<file path="config.mk">
export PLATFORM = sky130hd
export DESIGN_NAME = alu_seq_flat
export DESIGN_NICKNAME = d
export VERILOG_FILES = /design/src/rtl/alu_pkg.sv /design/src/rtl/alu_seq_if.sv /design/src/rtl/alu_mul_iter.sv /design/src/rtl/alu_seq.sv /design/src/flat_wrapper.sv
export SDC_FILE = /design/constraint.sdc
export NUM_CORES = 1
export LEC_CHECK = 0
export BUFFER_PORTS_ARGS = -buffer_cell sky130_fd_sc_hd__buf_2
export CORE_UTILIZATION = 65
export CTS_CLUSTER_SIZE = 40
export DETAILED_ROUTE_END_ITERATION = 10
export PLACE_DENSITY = 0.85
export SLEW_MARGIN = 30
export SYNTH_ARGS = -nofsm -noshare
export SYNTH_HDL_FRONTEND = slang
export SYNTH_SLANG_ARGS = --single-unit
</file>
<file path="constraint.sdc">
create_clock -name clk -period 7.4 [get_ports clk]
set_clock_uncertainty 0.2 [all_clocks]
set_input_delay 0.74 -clock clk [delete_from_list [all_inputs] [get_ports clk]]
set_output_delay 0.74 -clock clk [all_outputs]
set_load 0.02 [all_outputs]
</file>
<file path="src/rtl/alu_pkg.sv">
// Shared types for the handshaked ALU: op codes, FSM states and flag bit
// positions. decode_op folds every reserved code onto OP_RSV so the datapath
// only ever sees legal enum values.
package alu_pkg;

   typedef enum logic [3:0] {
      OP_ADD = 4'd0,
      OP_SUB = 4'd1,
      OP_AND = 4'd2,
      OP_OR  = 4'd3,
      OP_XOR = 4'd4,
      OP_NOT = 4'd5,
      OP_SHL = 4'd6,
      OP_SHR = 4'd7,
      OP_SRA = 4'd8,
      OP_MUL = 4'd9,
      OP_SLT = 4'd10,
      OP_RSV = 4'd15
   } op_e;

   typedef enum logic {
      RUN = 1'b0,
      MUL = 1'b1
   } state_e;

   localparam int FLAG_C = 0;
   localparam int FLAG_Z = 1;
   localparam int FLAG_N = 2;
   localparam int FLAG_V = 3;

   function automatic op_e decode_op(input logic [3:0] code);
      return (code <= 4'd10) ? op_e'(code) : OP_RSV;
   endfunction

endpackage

</file>
<file path="src/rtl/alu_seq_if.sv">
// Operand/result handshake bundle for alu_seq.
//   master : operand source + result consumer (drives in_valid/a/b/op/out_ready)
//   slave  : the ALU (drives in_ready/out_valid/y/hi/flags/illegal)
interface alu_seq_if #(parameter int WIDTH = 8);

   logic             in_valid;
   logic             in_ready;
   logic [WIDTH-1:0] a;
   logic [WIDTH-1:0] b;
   logic [3:0]       op;
   logic             out_valid;
   logic             out_ready;
   logic [WIDTH-1:0] y;
   logic [WIDTH-1:0] hi;
   logic [3:0]       flags;
   logic             illegal;

   modport master (
      output in_valid, a, b, op, out_ready,
      input  in_ready, out_valid, y, hi, flags, illegal
   );

   modport slave (
      input  in_valid, a, b, op, out_ready,
      output in_ready, out_valid, y, hi, flags, illegal
   );

endinterface

</file>
<file path="src/rtl/alu_mul_iter.sv">
// Iterative shift-add unsigned multiplier, one partial product per cycle.
// Ports:
//   clk, rst   clock, async active-high reset
//   start      load a/b and begin; ignored bits of a running product are dropped
//   a, b       unsigned operands
//   done       high during the final step; product is valid in that cycle
//   product    2*WIDTH result (combinational view of the accumulator after
//              the current step, so the caller can register it on done)
module alu_mul_iter #(
   parameter int WIDTH = 8
) (
   input  logic               clk,
   input  logic               rst,
   input  logic               start,
   input  logic [WIDTH-1:0]   a,
   input  logic [WIDTH-1:0]   b,
   output logic               done,
   output logic [2*WIDTH-1:0] product
);

   localparam int CW = $clog2(WIDTH);
   localparam logic [CW-1:0] LAST = CW'(WIDTH - 1);

   logic [2*WIDTH-1:0] mcand_q;
   logic [2*WIDTH-1:0] acc_q;
   logic [2*WIDTH-1:0] acc_next;
   logic [WIDTH-1:0]   mplier_q;
   logic [CW-1:0]      cnt_q;
   logic               busy_q;

   assign acc_next = mplier_q[0] ? (acc_q + mcand_q) : acc_q;
   assign done     = busy_q && (cnt_q == LAST);
   assign product  = acc_next;

   always_ff @(posedge clk or posedge rst) begin
      if (rst) begin
         mcand_q  <= '0;
         acc_q    <= '0;
         mplier_q <= '0;
         cnt_q    <= '0;
         busy_q   <= 1'b0;
      end else if (start) begin
         mcand_q  <= {{WIDTH{1'b0}}, a};
         acc_q    <= '0;
         mplier_q <= b;
         cnt_q    <= '0;
         busy_q   <= 1'b1;
      end else if (busy_q) begin
         acc_q    <= acc_next;
         mcand_q  <= mcand_q << 1;
         mplier_q <= mplier_q >> 1;
         if (done) begin
            busy_q <= 1'b0;
            cnt_q  <= '0;
         end else begin
            cnt_q  <= cnt_q + 1'b1;
         end
      end
   end

endmodule

</file>
<file path="src/rtl/alu_seq.sv">
// Handshaked WIDTH-generic ALU with status flags, barrel shifts, signed
// compare and an iterative unsigned multiplier.
// Ports:
//   clk, rst   clock, async active-high reset
//   bus        alu_seq_if.slave: in_valid/in_ready/a/b/op in,
//              out_valid/out_ready/y/hi/flags/illegal out
// All result outputs are registered; in_ready depends only on state,
// out_valid, out_ready and rst.
//
// state | meaning
// RUN   | accepting ops; single-cycle results load the output registers
// MUL   | multiplier stepping; input port closed until the product lands
module alu_seq
   import alu_pkg::*;
#(
   parameter int WIDTH = 8,
   parameter int SHW   = $clog2(WIDTH)
) (
   input  logic     clk,
   input  logic     rst,
   alu_seq_if.slave bus
);

   state_e             state_q;
   logic               out_valid_q;
   logic [WIDTH-1:0]   y_q;
   logic [WIDTH-1:0]   hi_q;
   logic [3:0]         flags_q;
   logic               illegal_q;

   op_e                op_dec;
   logic               in_ready;
   logic               in_fire;
   logic               mul_start;
   logic               mul_done;
   logic [2*WIDTH-1:0] mul_product;

   logic [SHW-1:0]     sh;
   logic [WIDTH:0]     sum;
   logic [WIDTH:0]     diff;
   logic [WIDTH:0]     shl_ext;
   logic [WIDTH:0]     shr_ext;
   logic signed [WIDTH:0] sra_ext;
   logic [WIDTH-1:0]   res_y;
   logic               res_c;
   logic               res_v;
   logic               res_ill;
   logic [3:0]         res_flags;
   logic [3:0]         mul_flags;

   assign op_dec    = decode_op(bus.op);
   assign in_ready  = (state_q == RUN) && (!out_valid_q || bus.out_ready) && !rst;
   assign in_fire   = bus.in_valid && in_ready;
   assign mul_start = in_fire && (op_dec == OP_MUL);

   alu_mul_iter #(.WIDTH(WIDTH)) u_mul (
      .clk     (clk),
      .rst     (rst),
      .start   (mul_start),
      .a       (bus.a),
      .b       (bus.b),
      .done    (mul_done),
      .product (mul_product)
   );

   // Shifts carry one guard bit so the last bit shifted out falls into a
   // known position; with a zero amount that bit is naturally 0.
   always_comb begin
      sh      = bus.b[SHW-1:0];
      sum     = {1'b0, bus.a} + {1'b0, bus.b};
      diff    = {1'b0, bus.a} - {1'b0, bus.b};
      shl_ext = {1'b0, bus.a} << sh;
      shr_ext = {bus.a, 1'b0} >> sh;
      sra_ext = $signed({bus.a, 1'b0}) >>> sh;
      res_y   = '0;
      res_c   = 1'b0;
      res_v   = 1'b0;
      res_ill = 1'b0;
      case (op_dec)
         OP_ADD: begin
            res_y = sum[WIDTH-1:0];
            res_c = sum[WIDTH];
            res_v = (bus.a[WIDTH-1] == bus.b[WIDTH-1]) && (sum[WIDTH-1] != bus.a[WIDTH-1]);
         end
         OP_SUB: begin
            res_y = diff[WIDTH-1:0];
            res_c = diff[WIDTH];
            res_v = (bus.a[WIDTH-1] != bus.b[WIDTH-1]) && (diff[WIDTH-1] != bus.a[WIDTH-1]);
         end
         OP_AND: res_y = bus.a & bus.b;
         OP_OR:  res_y = bus.a | bus.b;
         OP_XOR: res_y = bus.a ^ bus.b;
         OP_NOT: res_y = ~bus.a;
         OP_SHL: begin
            res_y = shl_ext[WIDTH-1:0];
            res_c = shl_ext[WIDTH];
         end
         OP_SHR: begin
            res_y = shr_ext[WIDTH:1];
            res_c = shr_ext[0];
         end
         OP_SRA: begin
            res_y = sra_ext[WIDTH:1];
            res_c = sra_ext[0];
         end
         OP_SLT: res_y = {{(WIDTH-1){1'b0}}, ($signed(bus.a) < $signed(bus.b))};
         OP_MUL: res_y = '0;
         default: res_ill = 1'b1;
      endcase

      res_flags         = '0;
      res_flags[FLAG_C] = res_c;
      res_flags[FLAG_Z] = !res_ill && (res_y == '0);
      res_flags[FLAG_N] = res_y[WIDTH-1];
      res_flags[FLAG_V] = res_v;

      mul_flags         = '0;
      mul_flags[FLAG_C] = |mul_product[2*WIDTH-1:WIDTH];
      mul_flags[FLAG_Z] = (mul_product == '0);
      mul_flags[FLAG_N] = mul_product[WIDTH-1];
   end

   always_ff @(posedge clk or posedge rst) begin
      if (rst) begin
         state_q     <= RUN;
         out_valid_q <= 1'b0;
         y_q         <= '0;
         hi_q        <= '0;
         flags_q     <= '0;
         illegal_q   <= 1'b0;
      end else begin
         case (state_q)
            RUN: begin
               if (in_fire) begin
                  if (op_dec == OP_MUL) begin
                     out_valid_q <= 1'b0;
                     state_q     <= MUL;
                  end else begin
                     y_q         <= res_y;
                     hi_q        <= '0;
                     flags_q     <= res_flags;
                     illegal_q   <= res_ill;
                     out_valid_q <= 1'b1;
                  end
               end else if (out_valid_q && bus.out_ready) begin
                  out_valid_q <= 1'b0;
               end
            end
            MUL: begin
               if (mul_done) begin
                  y_q         <= mul_product[WIDTH-1:0];
                  hi_q        <= mul_product[2*WIDTH-1:WIDTH];
                  flags_q     <= mul_flags;
                  illegal_q   <= 1'b0;
                  out_valid_q <= 1'b1;
                  state_q     <= RUN;
               end
            end
            default: state_q <= RUN;
         endcase
      end
   end

   assign bus.in_ready  = in_ready;
   assign bus.out_valid = out_valid_q;
   assign bus.y         = y_q;
   assign bus.hi        = hi_q;
   assign bus.flags     = flags_q;
   assign bus.illegal   = illegal_q;

endmodule
</file>
<file path="src/flat_wrapper.sv">
// flat-port wrapper written by rule: the top's interface ports become plain ports
module alu_seq_flat import alu_pkg::*;
#(
   parameter int WIDTH = 8,
   parameter int SHW   = $clog2(WIDTH)
)
  (clk, rst, bus_in_valid, bus_a, bus_b, bus_op, bus_out_ready, bus_in_ready, bus_out_valid, bus_y, bus_hi, bus_flags, bus_illegal);
  alu_seq_if #(.WIDTH(WIDTH)) bus_i ();
  input  logic clk;
  input  logic rst;
  input wire logic [$bits(bus_i.in_valid)-1:0] bus_in_valid;
  input wire logic [$bits(bus_i.a)-1:0] bus_a;
  input wire logic [$bits(bus_i.b)-1:0] bus_b;
  input wire logic [$bits(bus_i.op)-1:0] bus_op;
  input wire logic [$bits(bus_i.out_ready)-1:0] bus_out_ready;
  output wire logic [$bits(bus_i.in_ready)-1:0] bus_in_ready;
  output wire logic [$bits(bus_i.out_valid)-1:0] bus_out_valid;
  output wire logic [$bits(bus_i.y)-1:0] bus_y;
  output wire logic [$bits(bus_i.hi)-1:0] bus_hi;
  output wire logic [$bits(bus_i.flags)-1:0] bus_flags;
  output wire logic [$bits(bus_i.illegal)-1:0] bus_illegal;
  assign bus_i.in_valid = bus_in_valid;
  assign bus_i.a = bus_a;
  assign bus_i.b = bus_b;
  assign bus_i.op = bus_op;
  assign bus_i.out_ready = bus_out_ready;
  assign bus_in_ready = bus_i.in_ready;
  assign bus_out_valid = bus_i.out_valid;
  assign bus_y = bus_i.y;
  assign bus_hi = bus_i.hi;
  assign bus_flags = bus_i.flags;
  assign bus_illegal = bus_i.illegal;
  alu_seq #(.WIDTH(WIDTH), .SHW(SHW)) u_core (.clk(clk), .rst(rst), .bus(bus_i));
endmodule
</file>
# Word level (Yosys, flattened, before mapping)
# Cells that the tools add are included.
totals:
  mem_bits_rw: 0
  latch_bits: 0
  mem_bits_ro: 0
  regBits: 67
  inputBits: 24
  word_cells: 106
  out_inout_bits: 23
  memories: 0
op_classes:
  addsub: 4
  bitwise: 5
  div: 0
  reduce_logical: 20
  magnitude_cmp: 2
  shift: 3
  n_eq_ne: 19
  muxes: 42
  mul: 0
op_table:
  columns: ["operator", "n"]
  rows:
  - ["$mux W16", 5]
  - ["$pmux W8 S10", 1]
  - ["$mux W8", 8]
  - ["$pmux W8 S2", 2]
  - ["$add A16 B16 Y16", 1]
  - ["$eq A4 B3 Y1 const B", 4]
  - ["$logic_not A16 Y1", 1]
  - ["$mux W4", 4]
  - ["$mux W1", 13]
  - ["$eq A4 B4 Y1 const B", 3]
  - ["$reduce_or A11 Y1", 1]
  - ["$add A8 B8 Y9", 1]
  - ["$logic_and A1 B1 Y1", 9]
  - ["$mux W3", 3]
  - ["$shl A8 B3 Y9", 1]
  - ["$shr A9 B3 Y9", 1]
  - ["$sshr A9 B3 Y9", 1]
  - ["$sub A8 B8 Y9", 1]
  - ["$and A8 B8 Y8", 1]
  - ["$eq A4 B2 Y1 const B", 2]
  - ["$logic_not A8 Y1", 1]
  - ["$lt A8 B8 Y1", 1]
  - ["$not A8 Y8", 1]
  - ["$or A8 B8 Y8", 1]
  - ["other kinds (21)", 28]

# Depth between registers and ports, before layout
# Gate-level depths: netlist of run 1.
depth:
  word_depth: 9
  mapped_depth: 12
  mapped_depth_nobuf: 12

# By module
# Synthesis of run 1 repeated with hierarchy kept, for this count alone.
unflattened:
  hier_cells: 739
  area_unflattened_um2: 6100.9
modules_own_cells:
  columns: ["mod", "instances", "cells_each", "seq_area_each_um2", "area_each_um2"]
  rows:
  - ["alu_mul_iter", 1, 341, 1101.1, 3076.7]
  - ["alu_seq", 1, 398, 550.5, 3024.2]

# Worst setup path after synthesis of run 1
# No wires, ideal clock.
synth_timing:
  path_kind: "input-to-reg"
  start: "input port bus_b[1]"
  end: "register u_core.flags_q[1] (netlist: u_core.bus.flags[1])"
  arrival_time_ns: 3.044
  path_stages: 11
  n_path_buf: 1
  setup_ns: 0.118
  path_slack_ns: 4.038
  required_ns: 7.082
  cell_sequence: "buf_6 inv_1 fa_1 nor3b_1 or3_1 a221o_1 xnor2_1 o221ai_1 a2111oi_2 a32o_1 a21o_1"
synth_between:
  elab_chain_len: 7
  word_cells_on_any_way: 15
  classes_between: "add/sub: 2; order compare: 1; shift: 3; mux: 4; bitwise: 3; reduce/logical: 2"
synth_lines:
  columns: ["item", "line", "text"]
  rows:
  - ["start: declaration", "flat_wrapper.sv:13", "input wire logic [$bits(bus_i.b)-1:0] bus_b;"]
  - ["$sub A8 B8 Y9, or another cell as far along", "alu_seq.sv:71", "diff = {1'b0, bus.a} - {1'b0, bus.b};"]
  - ["$pmux W8 S10 *", "alu_seq.sv:79", "case (op_dec)"]
  - ["$logic_not A8 Y1 *", "alu_seq.sv:113", "res_flags[FLAG_Z] = !res_ill && (res_y == '0);"]
  - ["$logic_and A1 B1 Y1 *", "alu_seq.sv:113", null]
  - ["$mux W4 *", "alu_seq.sv:135", "if (op_dec == OP_MUL) begin"]
  - ["$mux W4 *", "alu_seq.sv:134", "if (in_fire) begin"]
  - ["$pmux W4 S2 *", "alu_seq.sv:132", "case (state_q)"]
  - ["end signal: assignment", "alu_seq.sv:141", "flags_q <= res_flags;"]
  - ["end signal: assignment", "alu_seq.sv:153", "flags_q <= mul_flags;"]
  - ["end: declaration", "alu_seq.sv:28", "logic [3:0] flags_q;"]
# Mark *: on every way between the ends. The rest lies on a longest branch, timed or not. The select of a mux whose other input is x is not followed.
# A chain may end at the register's enable or synchronous reset.

# Worst setup path in the final report of run 1
# Same ends and word-level chain as after synthesis.

==> results of run 1 <==
==> final cells by class <==
class                           instances  area share (%)
Timing Repair Buffer                   51            4.24
Sequential cell                        66            26.2
Multi-Input combinational cell        552            62.6
Tap cell                              108            2.14
Clock inverter                          5           0.891
Clock buffer                           11            2.08
Inverter                               32            1.90
==> per-layer routing <==
layer | share of wire (%) | track usage, % | wire, um
met4 | 3.5 | 14.3 | 565
met1 | 42 | 47.0 | 6770
met2 | 48 | 57.1 | 7700
met5 | 0 | 0 | 0
met3 | 7.0 | 5.76 | 1120
==> cell usage in the layout (no fill, tap or decap), types with 5 or more instances in the layout <==
cell type and instances:
buf_4 5, clkbuf_8 9, xnor2_1 12, or3_1 6
o211ai_1 8, dfrtp_1 65, nor2b_1 7, o21ai_1 5
mux4_2 7, o31ai_1 6, o21ai_0 51, nand2b_1 12
nor2_1 57, mux2i_1 43, ha_1 42, nand3b_1 7
nor3_1 20, nand3_1 15, nand2_1 73, a21o_1 9
a211oi_1 20, a21oi_1 38, buf_2 46, inv_1 28
o22ai_1 6
==> power by group through the flow <==
stage / clock network (uW) / registers [uW] / logic, uW
3_5_place_dp: 0 / 631 / 1230
5_1_grt: 316 / 646 / 1380
2_1_floorplan: 0 / 625 / 932
6_report: 298 / 628 / 1260
3_3_place_gp: 0 / 622 / 1180
4_1_cts: 300 / 624 / 1250
==> flip-flops by register name, indices dropped and copies added (netlist names) <==
name,flops
u_core.u_mul.mcand_q,16
u_core.u_mul.cnt_q,3
u_core.state_q,1
u_core.bus.flags,4
u_core.u_mul.busy_q,1
u_core.bus.illegal,1
u_core.bus.y,7
u_core.bus.out_valid,1
u_core.u_mul.mplier_q,8
u_core.u_mul.acc_q,16
u_core.bus.hi,8
==> final timing paths <==
check	depth (start not counted)	startpoint	slack [ps]	endpoint
hold / removal	2	u_core.bus.hi[2]$_DFFE_PP0P_	280	u_core.bus.hi[2]$_DFFE_PP0P_
setup reg to reg	11	u_core.u_mul.mcand_q[0]$_DFFE_PP0P_	3840	u_core.bus.flags[0]$_DFFE_PP0P_
min in group asynchronous	3	rst	440	u_core.u_mul.acc_q[15]$_DFFE_PP0P_
max in group asynchronous	3	rst	6000	u_core.u_mul.acc_q[4]$_DFFE_PP0P_
setup / recovery	11	bus_b[1]	3630	u_core.bus.flags[1]$_DFFE_PP0P_
hold reg to reg	2	u_core.bus.hi[2]$_DFFE_PP0P_	280	u_core.bus.hi[2]$_DFFE_PP0P_
==> critical path: cells and delay by family <==
family          cells  cell delay [ps]
buf+inv             2              740
simple gates        2              520
fa+ha+maj           1              490
xor+xnor            1              160
compound gates      5             1210
==> stage by stage <==
| stage | power, uW | utilization [%] | setup WS [ps] | instance area [sq um] | hold slack (ps) |
|---|---|---|---|---|---|
| after floorplan | 1560 | - | 4040 | 5920 | 291 |
| after global placement | 1800 | 69.8 | 3380 | 6120 | 256 |
| after detailed placement | 1860 | 69.8 | 3270 | 6120 | 274 |
| after CTS | 2170 | 72.0 | 3650 | 6310 | 290 |
| after global routing | 2350 | 72.1 | 3340 | 6320 | 308 |
| final | 2190 | 72.1 | 3630 | 6320 | 285 |
==> cell families (layout without fill, tap and decap cells) <==
| logic type | count (synthesis) | count (layout) | share of synthesized area (%) |
|---|---|---|---|
| adders and majority gates | 45 | 45 | 9.90 |
| and+or+nand+nor | 225 | 225 | 18.8 |
| buffers and inverters | 80 | 99 | 5.60 |
| DFF | 66 | 66 | 27.9 |
| muxes | 55 | 55 | 10.9 |
| xor gates and xnor gates | 15 | 15 | 2.22 |
| AOI/OAI and AO/OA | 212 | 212 | 24.7 |
==> summary.md, run 1 <==
| Metric | Value |
|---|---|
| Cells after Synth | `698` |
| Cell count after placement | `809` |
| Synth Flop Type | `dfrtp_1` |
| Worst path max stage delay | `490 ps` |
| Core area | `0.00876 sq mm` |
| Startpoint Class | `primary input` |
| Die span in y | `97.4 um` |
| Critical Path Sink Type | `flip-flop` |
| WS Path Type | `primary input to flip-flop` |
| Syn-to-layout area delta | `6.83%` |
| Post-CTS resize count | `0` |
| Gp weighted congestion | `0.969` |
| Vias in the first global route | `5,330` |
| Die Area | `0.00949 sq mm` |
| Leakage power | `between 0.002 and 0.003 uW` |
| Largest net degree at the start of global routing | `67` |
| WL/cell | `19.6 um` |
| Number of antenna cells inserted | `0` |
| Net switching power | `1030 uW` |
| Cell Area, Synth | `approximately 0.0059 sq mm` |
| Post-synth EDFFs | `0` |
| Longest Clk Path Bufs | `2` |
| RSZ-0062 raised after global routing | `false` |
| Sw Ratio | `between 40% and 50%` |
| Footprint of the multi-input gates | `about 0.004 sq mm` |
| Worst-Skew Late Latency | `350 ps` |
| Worst IR Drop VDD | `about 0.20 mV` |
| Reg clk slew, reported paths | `90 ps` |
| # hold bufs at CTS | `0` |
| I/O pins | `47` |
| Fin crit share | `51.0%` |
| Port buffer count | `46` |
| Dpl hpwl | `11,900 um` |
| Synthesized flop and latch total | `66` |
| Hold Fails Final Rpt | `0` |
| Status | `completed` |
| Final Max Slew Viols | `0` |
| Ys async rst share | `100%` |
| Via Count | `about 5,600` |
| CTS root buffer | `clkbuf_8` |
| Vias per cell | `6.80` |
| Seq. cell area | `roughly 0.0017 sq mm` |
| Mean post-synth cell area | `roughly 8.5 sq um` |
| Reg power frac | `28.7%` |
| Highest clock rate | `~270 MHz` |
| Detailed Route WL | `~16,000 um` |
| Worst path arrival time | `3870 ps` |
| Yosys top cell area share | `27.9%` |
| Crit path max fanout | `30` |
| Worst slew margin | `45.6%` |
| Layout cells sized above 1 | `13.0%` |
| Critical path data required time | `7500 ps` |
| CP Cell Sequence | `buf_2 > inv_1 > fa_1 > nor3b_1 > or3_1 > a221o_1 > xnor2_1 > o221ai_1 > a2111oi_2 > a32o_1 > a21o_1` |
| H-tree Lvls | `3` |
| P_int | `around 1200 uW` |
| Top cells by area, synth | `dfrtp_1 28%, ha_1 8.9%, mux2i_1 7.3%` |
| FP Rows | `34` |
| Pwr dens | `347 mW/mm^2` |
| Syn Nets | `767` |
| CTS Buf Count | `9` |
| Remaining DRCs | `0` |
| Slew @ Worst Pin | `816 ps` |
| Starting density of the core | `between 60% and 70%` |
| Clock power frac | `13.6%` |
| Total gr overflow | `0` |
| Fillers | `697` |
| Detailed Route Iter0 Violations | `428` |
| Max-Cap Viols | `0` |
| Initial antenna violation count | `0` |
| Drt first pass iters | `5` |
| # Post-CTS Setup Buffers | `0` |
| Cell taking the most area after synthesis | `dfrtp_1` |
| CTS tree | `built` |
| Post-route ant nets | `0` |
| Warnings from Yosys | `0` |
| Most frequent cells after synthesis | `73 x nand2_1, 66 x dfrtp_1, 58 x nor2_1` |
| Final Net Count | `781` |
| Register area share after synthesis | `27.9%` |
| Min-Delay Path Class | `flip-flop to flip-flop` |
| Tot GR Track Use | `35.2%` |
| First-pass GRT wire length | `between 20,000 and 30,000 um` |
| Die W | `a little under 100 um` |
| Distinct cells, synth | `81` |
| Combinational Power Share | `slightly below 60%` |
| Setup TNS | `0 ps` |
| Final setup viols | `0` |
| Crit-path slowest cell | `fa_1` |
| Min Tclk post-route | `between 3000 and 4000 ps` |
| Cell Count, Final, Fillers Out | `825` |
| Clk sinks | `66` |
| Count leader, synth | `nand2_1` |
(Power assumes the default switching activity.)
==> run 2, diff against run 1 <==
--- a/config.mk
+++ b/config.mk
@@ -6,10 +6,10 @@
 export NUM_CORES = 1
 export LEC_CHECK = 0
 export BUFFER_PORTS_ARGS = -buffer_cell sky130_fd_sc_hd__buf_2
-export CORE_UTILIZATION = 65
+export CORE_UTILIZATION = 56
 export CTS_CLUSTER_SIZE = 40
 export DETAILED_ROUTE_END_ITERATION = 10
-export PLACE_DENSITY = 0.85
+export PLACE_DENSITY = 0.78
 export SLEW_MARGIN = 30
 export SYNTH_ARGS = -nofsm -noshare
 export SYNTH_HDL_FRONTEND = slang
==> constraint.sdc (replaced) <==
create_clock -name clk -period 3.45 [get_ports clk]
set_clock_uncertainty 0.2 [all_clocks]
set_input_delay 0.345 -clock clk [delete_from_list [all_inputs] [get_ports clk]]
set_output_delay 0.345 -clock clk [all_outputs]
set_load 0.02 [all_outputs]
==> run 2 against run 1 <==
Compared with the run above: via count is 0.53% higher; power is 120% higher; final cell count is 5.1% higher; combinational power is 120% higher; first-iteration DRC count is 14% higher; setup slack worse by 3500 ps; clock power is 130% higher; flip-flop and latch count stayed put; cell area is 2.4% higher; critical endpoint is now u_core.bus.flags[0]$_DFFE_PP0P_; clock-buffer cell count is 1 higher; largest power group unchanged; sequential power is 110% higher.
==> summary.md, run 2 (synthesis gave the netlist of run 1 again) <==
| Metric | Value |
|---|---|
| Tot GR Track Use | `31.4% (was 35.2%)` |
| Via Count | `5,643 (was 5,613)` |
| Net switching power | `2200 uW (was 1030 uW)` |
| Startpoint Class | `flip-flop (was primary input)` |
| H-tree Lvls | `3 (unchanged)` |
| # Post-CTS Setup Buffers | `0 (unchanged)` |
| Worst reg2reg path endpoint | `u_core.bus.flags[0]$_DFFE_PP0P_ (unchanged)` |
| Drt first pass iters | `5 (unchanged)` |
| Fin crit share | `between 90% and 100%` |
| CTS tree | `built (unchanged)` |
| Dpl hpwl | `12,400 um (was 11,900 um)` |
| WS Path Type | `flip-flop to flip-flop (was primary input to flip-flop)` |
| Final Max Slew Viols | `0 (unchanged)` |
| Min-Delay Path Class | `primary input to flip-flop (was flip-flop to flip-flop)` |
| Commonest non-fill, non-tap cells in the layout | `73 x nand2_1, 65 x dfrtp_1, 57 x nor2_1, 51 x o21ai_0, 46 x buf_2 (unchanged)` |
| Syn-to-layout area delta | `9.37% (was 6.83%)` |
| RSZ-0062 raised after global routing | `false (unchanged)` |
| Critical Path Sink Type | `flip-flop (unchanged)` |
| Gp weighted congestion | `0.951 (was 0.969)` |
| Initial antenna violation count | `0 (unchanged)` |
| CP startpoint | `u_core.u_mul.mcand_q[0]$_DFFE_PP0P_ (was bus_b[1])` |
| Max-Cap Viols | `0 (unchanged)` |
| Crit path max fanout | `5 (was 30)` |
| Starting density of the core | `57.6% (was 67.5%)` |
| Worst R2R Setup Slack | `160 ps (was 3840 ps)` |
| # hold bufs at CTS | `1 (was 0)` |
| Fillers | `941 (was 697)` |
| Total gr overflow | `0 (unchanged)` |
| Number of antenna cells inserted | `0 (unchanged)` |
| HP Start | `bus_b[3] (was u_core.bus.hi[2]$_DFFE_PP0P_)` |
| Vias in the first global route | `5,387 (was 5,330)` |
| Clk sinks | `66 (unchanged)` |
| Worst IR Drop VDD | `0.440 mV (was 0.197 mV)` |
| Pwr dens | `735 mW/mm^2 (was 347 mW/mm^2)` |
| Core area | `0.0103 sq mm (was 0.00876 sq mm)` |
| Clock power frac | `14.4% (was 13.6%)` |
| Status | `completed (unchanged)` |
| Slew @ Worst Pin | `724 ps (was 816 ps)` |
| Longest Clk Path Bufs | `2 (unchanged)` |
| Reg clk slew, reported paths | `70 ps (was 90 ps)` |
| Worst slew margin | `51.7% (was 45.6%)` |
| Final Net Count | `795 (was 781)` |
| Worst Reg2Reg Path Length in Cells | `11 (unchanged)` |
| Regs by FF count | `u_core.u_mul.acc_q (16), u_core.u_mul.mcand_q (16) (unchanged)` |
| Hold WS | `94.3 ps (was 285 ps)` |
| Worst-Skew Late Latency | `350 ps (about the same)` |
| Worst path arrival time | `3320 ps (was 3870 ps)` |
| First-pass GRT wire length | `27,400 um (was 26,800 um)` |
| Remaining DRCs | `0 (unchanged)` |
| Post-route ant nets | `0 (unchanged)` |
| Leakage power | `0.00286 uW (was 0.00279 uW)` |
| Worst Setup EP | `u_core.bus.flags[0]$_DFFE_PP0P_ (was u_core.bus.flags[1]$_DFFE_PP0P_)` |
| FF-to-FF Start | `u_core.u_mul.mcand_q[0]$_DFFE_PP0P_ (unchanged)` |
| Commonest non-fill, non-tap cell in the layout | `nand2_1 (unchanged)` |
| Detailed Route WL | `16,800 um (was 16,200 um)` |
| Layout cells sized above 1 | `14.5% (was 13.0%)` |
| Die Area | `0.0110 sq mm (was 0.00949 sq mm)` |
| Final setup viols | `0 (unchanged)` |
| Critical path data required time | `3470 ps (was 7500 ps)` |
| Combinational Power Share | `57.8% (was 57.7%)` |
| Fin util | `63.0% (was 72.1%)` |
| Sw Ratio | `46.2% (was 46.8%)` |
| Largest net degree at the start of global routing | `61 (was 67)` |
| Port buffer count | `46 (unchanged)` |
| FP Rows | `37 (was 34)` |
| Highest clock rate | `slightly above 300 MHz` |
| Vias per cell | `6.51 (was 6.80)` |
| WL/cell | `19.4 um (was 19.6 um)` |
| I/O pins | `47 (unchanged)` |
| CTS root buffer | `clkbuf_8 (unchanged)` |
| Reg power frac | `27.8% (was 28.7%)` |
| CTS Buf Count | `9 (unchanged)` |
| Min Tclk post-route | `3290 ps` |
| Setup TNS | `0 ps (unchanged)` |
| Post-CTS resize count | `0 (unchanged)` |
| Hold Fails Final Rpt | `0 (unchanged)` |
| Die span in y | `105 um (was 97.4 um)` |
| Die W | `105 um (was 97.4 um)` |
| P_int | `2560 uW (was 1160 uW)` |
| Detailed Route Iter0 Violations | `488 (was 428)` |
[run 2: final cells by class]
cell class                 instances  area [sq um]  share of cell area (%)
clock inverter                     4          50.0                   0.774
sequential                        66          1650                    25.5
clock buffer                      12           155                    2.40
multi-input combinational        552          3940                    61.0
inverter                          32           123                    1.90
timing repair buffer              65           375                    5.80
tap                              136           170                    2.63
[run 2: worst max-delay path, cell delays in order (launching register included)]
cell	delay [ps]
dfrtp_1	400
ha_1	240
inv_1	80
fa_1	230
nor2b_4	60
o31a_1	310
o41a_1	390
or3_1	380
a31oi_2	210
nor4bb_1	270
and4bb_1	300
a221oi_1	100
[run 2: worst min-delay path by stage]
stage | endpoint | slack, ps | cells past startpoint
after CTS | u_core.u_mul.mplier_q[3]$_DFFE_PP0P_ | 70 | 3
after global placement | u_core.bus.hi[3]$_DFFE_PP0P_ | 260 | 2
final | u_core.u_mul.mplier_q[3]$_DFFE_PP0P_ | 90 | 3
after global routing | u_core.u_mul.mplier_q[4]$_DFFE_PP0P_ | 90 | 3
after detailed placement | u_core.bus.hi[2]$_DFFE_PP0P_ | 280 | 2
after floorplan | u_core.u_mul.mcand_q[0]$_DFFE_PP0P_ | 260 | 2
[run 2: routing by layer]
| metal | part of all wire, % | track usage, % |
|---|---|---|
| met1 | 43 | 40.1 |
| met2 | 47 | 51.5 |
| met3 | 4.8 | 3.74 |
| met4 | 4.9 | 17.8 |
| met5 | 0 | 0 |
[run 2: through the flow]
| step | cell area [sq um] | cells | setup WS, ps | power (uW) |
|---|---|---|---|---|
| floorplan | 5920 | 698 | 483 | 3340 |
| global placement | 6250 | 850 | 194 | 3910 |
| detailed placement | 6250 | 850 | 43.4 | 4020 |
| CTS | 6470 | 867 | 159 | 4730 |
| global route | 6470 | 867 | 44.8 | 5090 |
| finish | 6470 | 867 | 156 | 4760 |
[run 2: power groups by stage]
stage               clock network (uW)  registers, uW  logic, uW
floorplan                            0           1340       2000
global placement                     0           1310       2600
detailed placement                   0           1330       2700
CTS                                701           1320       2720
global route                       733           1350       3000
finish                             686           1320       2750
